[config.mk]
export PLATFORM = sky130hd
export DESIGN_NAME = solver_thread_scheduler_flat
export DESIGN_NICKNAME = d
export VERILOG_FILES = /design/src/rtl/solver_thread_scheduler_pkg.sv /design/src/rtl/solver_thread_scheduler_if.sv /design/src/rtl/solver_thread_scheduler_rr_next_thread.sv /design/src/rtl/solver_thread_scheduler.sv /design/src/flat_wrapper.sv
export SDC_FILE = /design/constraint.sdc
export NUM_CORES = 1
export LEC_CHECK = 0
export CAP_MARGIN = 20
export CORE_MARGIN = 1
export CORE_UTILIZATION = 60
export CTS_CLUSTER_SIZE = 30
export DETAILED_ROUTE_END_ITERATION = 8
export DONT_BUFFER_PORTS = 1
export HOLD_SLACK_MARGIN = 0.08
export PLACE_DENSITY = 0.77
export SETUP_SLACK_MARGIN = 0.4
export SLEW_MARGIN = 5
export SYNTH_ARGS = -nofsm -noshare
export SYNTH_HDL_FRONTEND = slang
export SYNTH_SLANG_ARGS = --single-unit
[constraint.sdc]
create_clock -name clk_i -period 5 [get_ports clk_i]
set_input_delay 0.5 -clock clk_i [delete_from_list [all_inputs] [get_ports clk_i]]
set_output_delay 0.5 -clock clk_i [all_outputs]
set_load 0.1 [all_outputs]
[src/rtl/solver_thread_scheduler_pkg.sv]
// Shared types and helpers for the WalkSAT thread scheduler.
// Holds the scheduler state encoding and the thread-index width helper.
package kanazawa_pkg;

    typedef enum logic [2:0] {
        LOAD,
        READY,
        ISSUE,
        WAIT,
        DONE
    } sched_state_e;

    function automatic int thread_w(input int nt);
        return (nt > 1) ? $clog2(nt) : 1;
    endfunction

endpackage

[src/rtl/solver_thread_scheduler_if.sv]
// Step/result handshake between the thread scheduler and the datapath.
// master: scheduler (issues steps); slave: datapath (returns results).
interface solver_thread_scheduler_if #(
    parameter int TW = 2,
    parameter int UW = 11
);
    logic          step_valid;
    logic          step_ready;
    logic [TW-1:0] step_thread;
    logic          result_valid;
    logic [UW-1:0] unsat_count;

    modport master (
        output step_valid,
        output step_thread,
        input  step_ready,
        input  result_valid,
        input  unsat_count
    );

    modport slave (
        input  step_valid,
        input  step_thread,
        output step_ready,
        output result_valid,
        output unsat_count
    );
endinterface

[src/rtl/solver_thread_scheduler_rr_next_thread.sv]
// Combinational round-robin pick: first live thread after cur, wrapping.
// Ports: live mask, cur index in; nxt index and none-live flag out.
module rr_next_thread #(
    parameter int NT = 4,
    parameter int TW = 2
) (
    input  logic [NT-1:0] live,
    input  logic [TW-1:0] cur,
    output logic [TW-1:0] nxt,
    output logic          none
);
    logic [TW-1:0] idx;

    // Scan farthest to nearest so the nearest live thread wins;
    // i == NT lands on cur itself (sole survivor case).
    always_comb begin
        nxt  = cur;
        none = 1'b1;
        idx  = '0;
        for (int i = NT; i >= 1; i--) begin
            idx = TW'((int'(cur) + i) % NT);
            if (live[idx]) begin
                nxt  = idx;
                none = 1'b0;
            end
        end
    end
endmodule

[src/rtl/solver_thread_scheduler.sv]
// Shares one WalkSAT datapath among NUM_THREADS threads: load, round-robin run, SAT/UNSAT.
// Ports: clk_i/rst_ni, load_end_i/start_i/abort_i, dp (step/result handshake), status outputs.
module solver_thread_scheduler
    import kanazawa_pkg::*;
#(
    parameter int          NUM_THREADS = 4,
    parameter logic [31:0] MAX_FLIPS   = 32'h00FF_FFFF,
    parameter int          FLIP_W      = 32,
    parameter int          UNSAT_CNT_W = 11
) (
    input  logic                              clk_i,
    input  logic                              rst_ni,
    input  logic                              load_end_i,
    input  logic                              start_i,
    input  logic                              abort_i,
    output logic [thread_w(NUM_THREADS)-1:0]  load_thread_o,
    solver_thread_scheduler_if.master         dp,
    output logic                              busy_o,
    output logic                              done_o,
    output logic                              sat_o,
    output logic [thread_w(NUM_THREADS)-1:0]  sat_thread_o,
    output logic                              protocol_err_o
);
    localparam int TW = thread_w(NUM_THREADS);
    localparam logic [FLIP_W-1:0] MAX_F = FLIP_W'(MAX_FLIPS);

    sched_state_e             state_q, state_d;
    logic [TW-1:0]            load_q, load_d;
    logic [TW-1:0]            thr_q, thr_d;
    logic [FLIP_W-1:0]        flips_q [NUM_THREADS];
    logic [FLIP_W-1:0]        flips_d [NUM_THREADS];
    logic [NUM_THREADS-1:0]   live_q, live_d, live_upd;
    logic                     sat_q, sat_d;
    logic [TW-1:0]            sat_thr_q, sat_thr_d;
    logic                     perr_q;
    logic [FLIP_W-1:0]        flip_inc;
    logic [TW-1:0]            rr_nxt;
    logic                     rr_none;

    // Saturating increment; reaching the budget retires the thread.
    always_comb begin
        flip_inc = (flips_q[thr_q] == MAX_F) ? MAX_F
                                             : flips_q[thr_q] + FLIP_W'(1);
        live_upd = live_q;
        if (flip_inc == MAX_F) live_upd[thr_q] = 1'b0;
    end

    rr_next_thread #(
        .NT (NUM_THREADS),
        .TW (TW)
    ) u_rr (
        .live (live_upd),
        .cur  (thr_q),
        .nxt  (rr_nxt),
        .none (rr_none)
    );

    always_comb begin
        state_d   = state_q;
        load_d    = load_q;
        thr_d     = thr_q;
        flips_d   = flips_q;
        live_d    = live_q;
        sat_d     = sat_q;
        sat_thr_d = sat_thr_q;
        if (abort_i) begin
            state_d   = LOAD;
            load_d    = '0;
            thr_d     = '0;
            live_d    = '1;
            sat_d     = 1'b0;
            sat_thr_d = '0;
            for (int i = 0; i < NUM_THREADS; i++) flips_d[i] = '0;
        end else begin
            unique case (1'b1)
                (state_q == LOAD): begin
                    if (load_end_i) begin
                        if (load_q == TW'(NUM_THREADS - 1)) state_d = READY;
                        else load_d = load_q + TW'(1);
                    end
                end
                (state_q == READY), (state_q == DONE): begin
                    // Restart reuses loaded images; only run state is cleared.
                    if (start_i) begin
                        state_d   = ISSUE;
                        thr_d     = '0;
                        live_d    = '1;
                        sat_d     = 1'b0;
                        sat_thr_d = '0;
                        for (int i = 0; i < NUM_THREADS; i++) flips_d[i] = '0;
                    end
                end
                (state_q == ISSUE): begin
                    if (dp.step_ready) state_d = WAIT;
                end
                (state_q == WAIT): begin
                    if (dp.result_valid) begin
                        if (dp.unsat_count == '0) begin
                            state_d   = DONE;
                            sat_d     = 1'b1;
                            sat_thr_d = thr_q;
                        end else begin
                            flips_d[thr_q] = flip_inc;
                            live_d         = live_upd;
                            if (rr_none) begin
                                state_d = DONE;
                            end else begin
                                state_d = ISSUE;
                                thr_d   = rr_nxt;
                            end
                        end
                    end
                end
                default: ;
            endcase
        end
    end

    always_ff @(posedge clk_i or negedge rst_ni) begin
        if (!rst_ni) begin
            state_q   <= LOAD;
            load_q    <= '0;
            thr_q     <= '0;
            live_q    <= '1;
            sat_q     <= 1'b0;
            sat_thr_q <= '0;
            perr_q    <= 1'b0;
            for (int i = 0; i < NUM_THREADS; i++) flips_q[i] <= '0;
        end else begin
            state_q   <= state_d;
            load_q    <= load_d;
            thr_q     <= thr_d;
            live_q    <= live_d;
            sat_q     <= sat_d;
            sat_thr_q <= sat_thr_d;
            flips_q   <= flips_d;
            if (dp.result_valid && state_q != WAIT) perr_q <= 1'b1;
        end
    end

    assign load_thread_o  = load_q;
    assign dp.step_valid  = (state_q == ISSUE);
    assign dp.step_thread = thr_q;
    assign busy_o         = (state_q == ISSUE) || (state_q == WAIT);
    assign done_o         = (state_q == DONE);
    assign sat_o          = sat_q;
    assign sat_thread_o   = sat_thr_q;
    assign protocol_err_o = perr_q;
endmodule
[src/flat_wrapper.sv]
// flat-port wrapper written by rule: the top's interface ports become plain ports
module solver_thread_scheduler_flat import kanazawa_pkg::*;
#(
    parameter int          NUM_THREADS = 4,
    parameter logic [31:0] MAX_FLIPS   = 32'h00FF_FFFF,
    parameter int          FLIP_W      = 32,
    parameter int          UNSAT_CNT_W = 11
)
  (clk_i, rst_ni, load_end_i, start_i, abort_i, load_thread_o, busy_o, done_o, sat_o, sat_thread_o, protocol_err_o, dp_step_valid, dp_step_thread, dp_step_ready, dp_result_valid, dp_unsat_count);
  solver_thread_scheduler_if dp_i ();
  input  logic clk_i;
  input  logic rst_ni;
  input  logic load_end_i;
  input  logic start_i;
  input  logic abort_i;
  output logic [thread_w(NUM_THREADS)-1:0] load_thread_o;
  output logic busy_o;
  output logic done_o;
  output logic sat_o;
  output logic [thread_w(NUM_THREADS)-1:0] sat_thread_o;
  output logic protocol_err_o;
  output wire logic [$bits(dp_i.step_valid)-1:0] dp_step_valid;
  output wire logic [$bits(dp_i.step_thread)-1:0] dp_step_thread;
  input wire logic [$bits(dp_i.step_ready)-1:0] dp_step_ready;
  input wire logic [$bits(dp_i.result_valid)-1:0] dp_result_valid;
  input wire logic [$bits(dp_i.unsat_count)-1:0] dp_unsat_count;
  assign dp_step_valid = dp_i.step_valid;
  assign dp_step_thread = dp_i.step_thread;
  assign dp_i.step_ready = dp_step_ready;
  assign dp_i.result_valid = dp_result_valid;
  assign dp_i.unsat_count = dp_unsat_count;
  solver_thread_scheduler #(.NUM_THREADS(NUM_THREADS), .MAX_FLIPS(MAX_FLIPS), .FLIP_W(FLIP_W), .UNSAT_CNT_W(UNSAT_CNT_W)) u_core (.clk_i(clk_i), .rst_ni(rst_ni), .load_end_i(load_end_i), .start_i(start_i), .abort_i(abort_i), .load_thread_o(load_thread_o), .dp(dp_i), .busy_o(busy_o), .done_o(done_o), .sat_o(sat_o), .sat_thread_o(sat_thread_o), .protocol_err_o(protocol_err_o));
endmodule
### Yosys cells after proc, flatten, opt, wreduce, memory -nomap -nowiden

Index checks and enable logic that the tools add are counted.

* input port bits: 18
* flip-flop bits (word level): 143
* output and inout port bits: 11
* logic and storage cells: 126

* reductions and logical operators: 16
* magnitude comparators: 8
* bitwise gates (word level): 3
* $add $sub $neg: 6
* equal/unequal tests: 18
* mux-type cells: 64

Operators with widths (number)
* 128-bit two-way mux: 4
* 128-bit one-hot mux with 2 select lines: 1
* 128-bit bitwise mux: 1
* 32-bit two-way mux: 4
* 32-bit binary-select mux with 2-bit select: 1
* 32-bit demux with 2-bit select: 1
* 32-bit by 24-bit equality test with 1-bit output, second input constant: 2
* 32-bit by 1-bit adder with 32-bit output, second input constant: 1
* 2-bit two-way mux: 16
* 3-bit two-way mux: 8
* 3-bit inequality test, second input constant: 7
* 4-bit two-way mux: 5
* 2-bit by 3-bit < comparator with 1-bit output, second input constant: 5
* 1-bit two-way mux: 13
* 3-bit one-hot mux with 4 select lines: 1
* 6-bit AND reduction: 2
* 11-bit logical NOT: 1
* 1-bit binary-select mux with 2-bit select: 4
* 2-bit one-hot mux with 2 select lines: 2
* 4-bit one-hot mux with 2 select lines: 1
* 4-bit AND reduction: 2
* 2-bit by 1-bit adder with 2-bit output, second input constant: 3
* 3-bit by 2-bit equality test with 1-bit output, second input constant: 2
* 3-bit by 2-bit inequality test with 1-bit output, second input constant: 2
* other kinds (22): 26

### Logic depth before layout (Yosys ltp)

* word-level depth: 19
* mapped depth: 17
* gate-level depth less buffers: 13

### Hierarchy

A second synthesis with hierarchy kept.

* cells, all modules: 630
* area, all modules: 7123.1 µm²

Modules (own cells, without submodules)
* solver_thread_scheduler: sequential area each 3583.4 µm², area an instance 7055.5 µm², cells an instance 619, instances 1
* rr_next_thread: sequential area each 0.0 µm², area an instance 67.6 µm², cells an instance 11, instances 1

### Worst setup path before layout

Ideal clock, no wire load.

* kind: flip-flop to flip-flop
* start point: register u_core.thr_q[1], in the netlist u_core.dp.step_thread[1]
* end point: register u_core.thr_q[0], in the netlist u_core.dp.step_thread[0]
* data required time: 4.876 ns
* path buffers: 4
* setup time: 0.124 ns
* clock period less this slack: 5.001 ns
* data arrival time: 4.877 ns
* cell stages (with the launch flop): 18
* setup slack: -0.001 ns
* path through: dfrtp_1 > buf_2 > buf_2 > buf_4 > mux4_2 > ha_1 > nand3_1 > nor3_1 > buf_2 > a21oi_1 > a31oi_4 > nand4b_1 > or3_4 > a211o_4 > nor4_2 > nor3_1 > o2111a_1 > a211o_1

* word-level cells in the longest chain between the ends: 18
* elaborated cells between the ends (all ways): 43
* those cells by class: add/sub: 5; order compare: 2; eq/ne: 4; mux: 27; bitwise: 3; reduce/logical: 2

Ends and longest elaborated chain
* from (decl): RTL line solver_thread_scheduler.sv:29 `logic [TW-1:0] thr_q, thr_d;`
* from (signal assigned): RTL line solver_thread_scheduler.sv:132 `thr_q <= thr_d;`
* 2-bit NOT with 3-bit output (implied by the code): RTL line solver_thread_scheduler.sv:42, solver_thread_scheduler.sv:43
* 32-bit binary-select mux with 2-bit select: RTL line solver_thread_scheduler.sv:42, solver_thread_scheduler.sv:43
* 32-bit two-way mux (implied by the code) (2 in a row): RTL line solver_thread_scheduler.sv:42, solver_thread_scheduler.sv:43
* 32-bit by 1-bit adder with 32-bit output or 32-bit by 24-bit equality test with 1-bit output (tied branches): RTL line solver_thread_scheduler.sv:43, solver_thread_scheduler.sv:42
* 32-bit two-way mux: RTL line solver_thread_scheduler.sv:42 `flip_inc = (flips_q[thr_q] == MAX_F) ? MAX_F`
* 32-bit by 24-bit equality test with 1-bit output: RTL line solver_thread_scheduler.sv:45 `if (flip_inc == MAX_F) live_upd[thr_q] = 1'b0;`
* 4-bit two-way mux: RTL line solver_thread_scheduler.sv:45
* 1-bit binary-select mux with 2-bit select: RTL line solver_thread_scheduler_rr_next_thread.sv:22 `if (live[idx]) begin`
* 1-bit two-way mux (implied by the code): RTL line solver_thread_scheduler_rr_next_thread.sv:22
* 2-bit two-way mux (3 in a row): RTL line solver_thread_scheduler_rr_next_thread.sv:22
* 2-bit two-way mux: RTL line solver_thread_scheduler.sv:105 `if (rr_none) begin`
* 2-bit two-way mux: RTL line solver_thread_scheduler.sv:98 `if (dp.unsat_count == '0) begin`
* 2-bit two-way mux: RTL line solver_thread_scheduler.sv:97 `if (dp.result_valid) begin`
* 2-bit one-hot mux with 2 select lines: RTL line solver_thread_scheduler.sv:75 `unique case (1'b1)`
* 2-bit two-way mux: RTL line solver_thread_scheduler.sv:66 `if (abort_i) begin`

Several ways; a longest one is shown, not always the timed one. The select of a mux whose other input is x is not followed.
A chain may end at the register's enable or synchronous reset.

### Worst setup path after layout

* start point: register u_core.thr_q[0], in the netlist u_core.dp.step_thread[0]
* end point: register u_core.thr_q[0], in the netlist u_core.dp.step_thread[0]

Same word-level chain as after synthesis.

==> parameters.txt <==
Parameter                              Value

Synth
  EDFF count, synth ... 0
  Library cell occupying the most area in the post-synthesis netlist ... sky130_fd_sc_hd__dfrtp_1
  Cell with the most instances after synthesis ... sky130_fd_sc_hd__dfrtp_1
  Synth cell count leaders ... 139 x sky130_fd_sc_hd__dfrtp_1, 120 x sky130_fd_sc_hd__nand2_1, 81 x sky130_fd_sc_hd__o21ai_0, 55 x sky130_fd_sc_hd__a22o_1, 36 x sky130_fd_sc_hd__nor2_1
  #FFs+latches synth ... approximately 140
  Nets in the synthesized netlist ... 732
  Mean instance size in the synthesized netlist ... 10.6 µm²
  Area of the mapped netlist ... 7470 µm²
  Syn Inst Count ... between 700 and 800
  Most common flop cell mapped by yosys ... sky130_fd_sc_hd__dfrtp_1
  Number of library cell types mapped by synthesis ... 62
  Warnings, synthesis ... 0
  Share of flip-flops with an asynchronous set or reset after synthesis ... 1.00
  Cell types occupying the most area after synthesis ... sky130_fd_sc_hd__dfrtp_1 47%, sky130_fd_sc_hd__mux4_2 7.8%, sky130_fd_sc_hd__a22o_1 6.4%
  Proportion of synthesized chip area in sequential cells ... 0.479
  Synth top area share ... 0.465

Placed design
  Placed wire-length estimate ... 12200 µm
  Post-Place Cell Area ... 7690 µm²
  RePlAce Congestion ... approximately 0.93
  Count of input and output buffers ... 0
  Placed Instances ... between 800 and 900

Detailed routing
  Wire length after detailed routing ... around 20000 µm
  Count of unresolved DRC violations after routing ... 0
  Starting DRC count in detailed routing ... 578
  WL per Instance ... ~22 µm
  Vias per cell ... roughly 6.7
  Count of vias placed by the detailed router ... roughly 6100
  Post-DRT Antenna Nets ... 0
  Pre-Repair DR Iteration Count ... 5

Die
  Overall die height ... between 100 and 150 µm
  Std cell rows ... 40
  Floorplan Core Area ... roughly 12000 µm²
  I/O pin count ... 29
  Floorplan die area ... ~13000 µm²
  DIE WIDTH ... approximately 110 µm
  Initial Utilization ... 0.620

Worst setup path
  Critical path arrival ... a little under 5 ns
  Reg2reg end ... u_core.dp.step_thread[0]
  Setup Crit Path Kind ... reg -> reg
  Sort of element at the start of the critical path ... register
  Startpoint of the worst register-to-register path ... u_core.dp.step_thread[0]
  Logic depth of the worst register-to-register path ... 15
  Slack of the worst reg-to-reg path ... between 0.4 and 0.5 ns
  Critical Path Fanout Max ... 7
  Critical path data required time ... between 5 and 6 ns
  Crit. End Element ... register

Cells and area
  Area used by multi-input combinational logic ... 3760 µm²
  Total inserted antenna cells ... 0
  Non-filler cells in the finished layout ... slightly above 900
  Post-route cell area ... around 8600 µm²
  Count of fill cells added during filler insertion ... around 850
  Area used by sequential logic in the layout ... between 3000 and 4000 µm²
  Area grow syn2layout ... 14.9%
  Final-stage net count ... 750
  Share of post-route cells with drive strength above 1 ... 0.181

Timing
  Post-route fraction of the period consumed by the critical path ... 0.903
  Sum Neg Setup Slack ... 0 ns
  Final setup vio count ... 0
  Actual slew at the worst max-slew pin ... 1.06 ns
  Worst clock skew ... about 0.013 ns
  Final Hold Slack ... between 0.007 and 0.008 ns
  Clock period minus final worst setup slack ... 4.52 ns
  Worst max-slew margin expressed relative to the limit ... 0.292
  Total count of hold-check failures in the final report ... 0
  Final-report max-slew violation count ... 0
  Max Clk Rate ... approximately 220 MHz
  Unrepaired setup endpoints after global routing ... false

Status
  Result of the run ... finished clean

Global route
  Total routing usage reported by global routing ... 0.328
  Vias in the first global route ... between 6000 and 7000
  Antenna violations before repair ... 0
  Final global-route overflow total ... 0
  Maximum number of pins on one net before global-route repair ... approximately 140
  Wire length of the first global-routing pass ... about 32000 µm

Clock network
  CTS tree ... done
  Number of sinks driven by the clock tree ... 143
  Clock root buffer ... sky130_fd_sc_hd__clkbuf_16
  Clock Path Buffers ... 2
  Cts bufs inserted ... 17
  # H-tree levels ... 4
  Clock latency of the later-clocked register in the worst-skew pair ... 0.44 ns
  CTS clock-pin slew for the worst setup and hold paths ... 0.06 ns

Power and ir drop
  Power density of the placed cells ... roughly 340 nW/µm²
  Lkg Pwr ... roughly 3.5 nW
  Peak supply drop ... around 360 µV
  Overall power of the completed layout ... between 2 and 3 mW

Hold path
  Min-Delay Path Class ... in -> async

Run
  Number of max-cap violations ... 0
==> metrics by stage <==
step                      setup WS, ns  utilization
after detailed placement         0.253        0.637
after global placement           0.380        0.637
after CTS                        0.425        0.699
after floorplan                  0.414            -
final                            0.483        0.712
after global routing             0.321        0.712
==> worst max path at each step <==
stage,startpoint,end,slack [ns],cells past startpoint
global route,u_core.dp.step_thread[0],u_core.dp.step_thread[0],0.32,15
detailed placement,u_core.dp.step_thread[0],u_core.dp.step_thread[0],0.25,13
floorplan,u_core.dp.step_thread[0],u_core.dp.step_thread[0],0.41,14
global placement,u_core.dp.step_thread[0],u_core.dp.step_thread[0],0.38,13
finish,u_core.dp.step_thread[0],u_core.dp.step_thread[0],0.48,15
CTS,u_core.dp.step_thread[1],u_core.dp.step_thread[0],0.42,15
==> sequential cells by signal (all words and copies together), names as in the netlist <==
name                   flops
u_core.dp.step_thread      2
u_core.flips_q           128
u_core.live_q              4
u_core.load_thread_o       2
u_core.protocol_err_o      1
u_core.sat_o               1
u_core.sat_thread_o        2
u_core.state_q             3
==> worst max-delay path, cell delays in order, from the launching register on <==
cell and delay (ns):
sky130_fd_sc_hd__dfrtp_4 0.53, sky130_fd_sc_hd__buf_6 0.19, sky130_fd_sc_hd__buf_4 0.19, sky130_fd_sc_hd__mux4_2 0.45, sky130_fd_sc_hd__nand4_1 0.20, sky130_fd_sc_hd__buf_4 0.22
sky130_fd_sc_hd__nor4_2 0.39, sky130_fd_sc_hd__nand2_1 0.17, sky130_fd_sc_hd__a31oi_4 0.26, sky130_fd_sc_hd__nand4b_1 0.20, sky130_fd_sc_hd__or3_4 0.45, sky130_fd_sc_hd__a211o_4 0.38
sky130_fd_sc_hd__nor4_2 0.28, sky130_fd_sc_hd__nor3_2 0.11, sky130_fd_sc_hd__o2111a_1 0.13, sky130_fd_sc_hd__a211o_1 0.23
==> placed cells by master, fill, tap and decap left out, drive strengths merged, types with 3 or more instances in the layout <==
cell type,instances
inv,14
nor3,10
o21ai,81
a21o,4
xor2,6
ha,6
a21oi,19
nand3,16
clkbuf,21
dfrtp,139
bufinv,4
nand2,121
nor4,12
clkinv,3
a211o,6
buf,36
and4,4
nor2b,10
nand4,10
and3,5
dfstp,4
or4,4
nor3b,4
and2,9
xnor2,18
mux2i,5
a31oi,11
mux4,32
a22o,55
nand2b,4
nor2,36
==> cell type report <==
class / count / share of cell area
inverter: 12 / 0.00525
sequential: 143 / 0.418
clock inverter: 11 / 0.0208
tap: 168 / 0.0245
timing repair buffer: 36 / 0.0389
clock buffer: 21 / 0.0548
multi-input combinational: 516 / 0.438
==> cells by family (layout without fill, tap and decap cells) <==
logic type                 Yosys count  count (layout)  synth area share
xor gates and xnor gates            24              24            0.0281
muxes                               37              37             0.106
adders and majority gates            6               6            0.0100
DFF                                143             143             0.479
buffers and inverters               49              80            0.0325
and+or+nand+nor                    253             253             0.165
AOI/OAI and AO/OA                  196             196             0.179
==> routing by layer <==
| layer | vias up | GRT usage | routed length, µm |
|---|---|---|---|
| met5 | - | 0 | 0 |
| li1 | 2664 | - | - |
| met2 | 272 | 0.514 | 9710 |
| met1 | 3115 | 0.437 | 8280 |
| met4 | 0 | 0.138 | 440 |
| met3 | 32 | 0.0866 | 1420 |
==> repair_timing <==
action                                  4_1_cts  5_1_grt
resized for setup                             0       24
gates cloned                                  0        0
endpoints found under the setup margin        4        4
buffers inserted                              4        8
pin swaps                                     1        5
hold buffers                                  1        0
endpoints found under the hold margin       143        0
==> report_power, final <==
part / switching (mW) / internal [mW]
sequential: 0.0448 / 1.17
clock: 0.500 / 0.879
combinational: 0.261 / 0.0763
total: 0.805 / 2.12
Power figures use the tool's default switching activity.
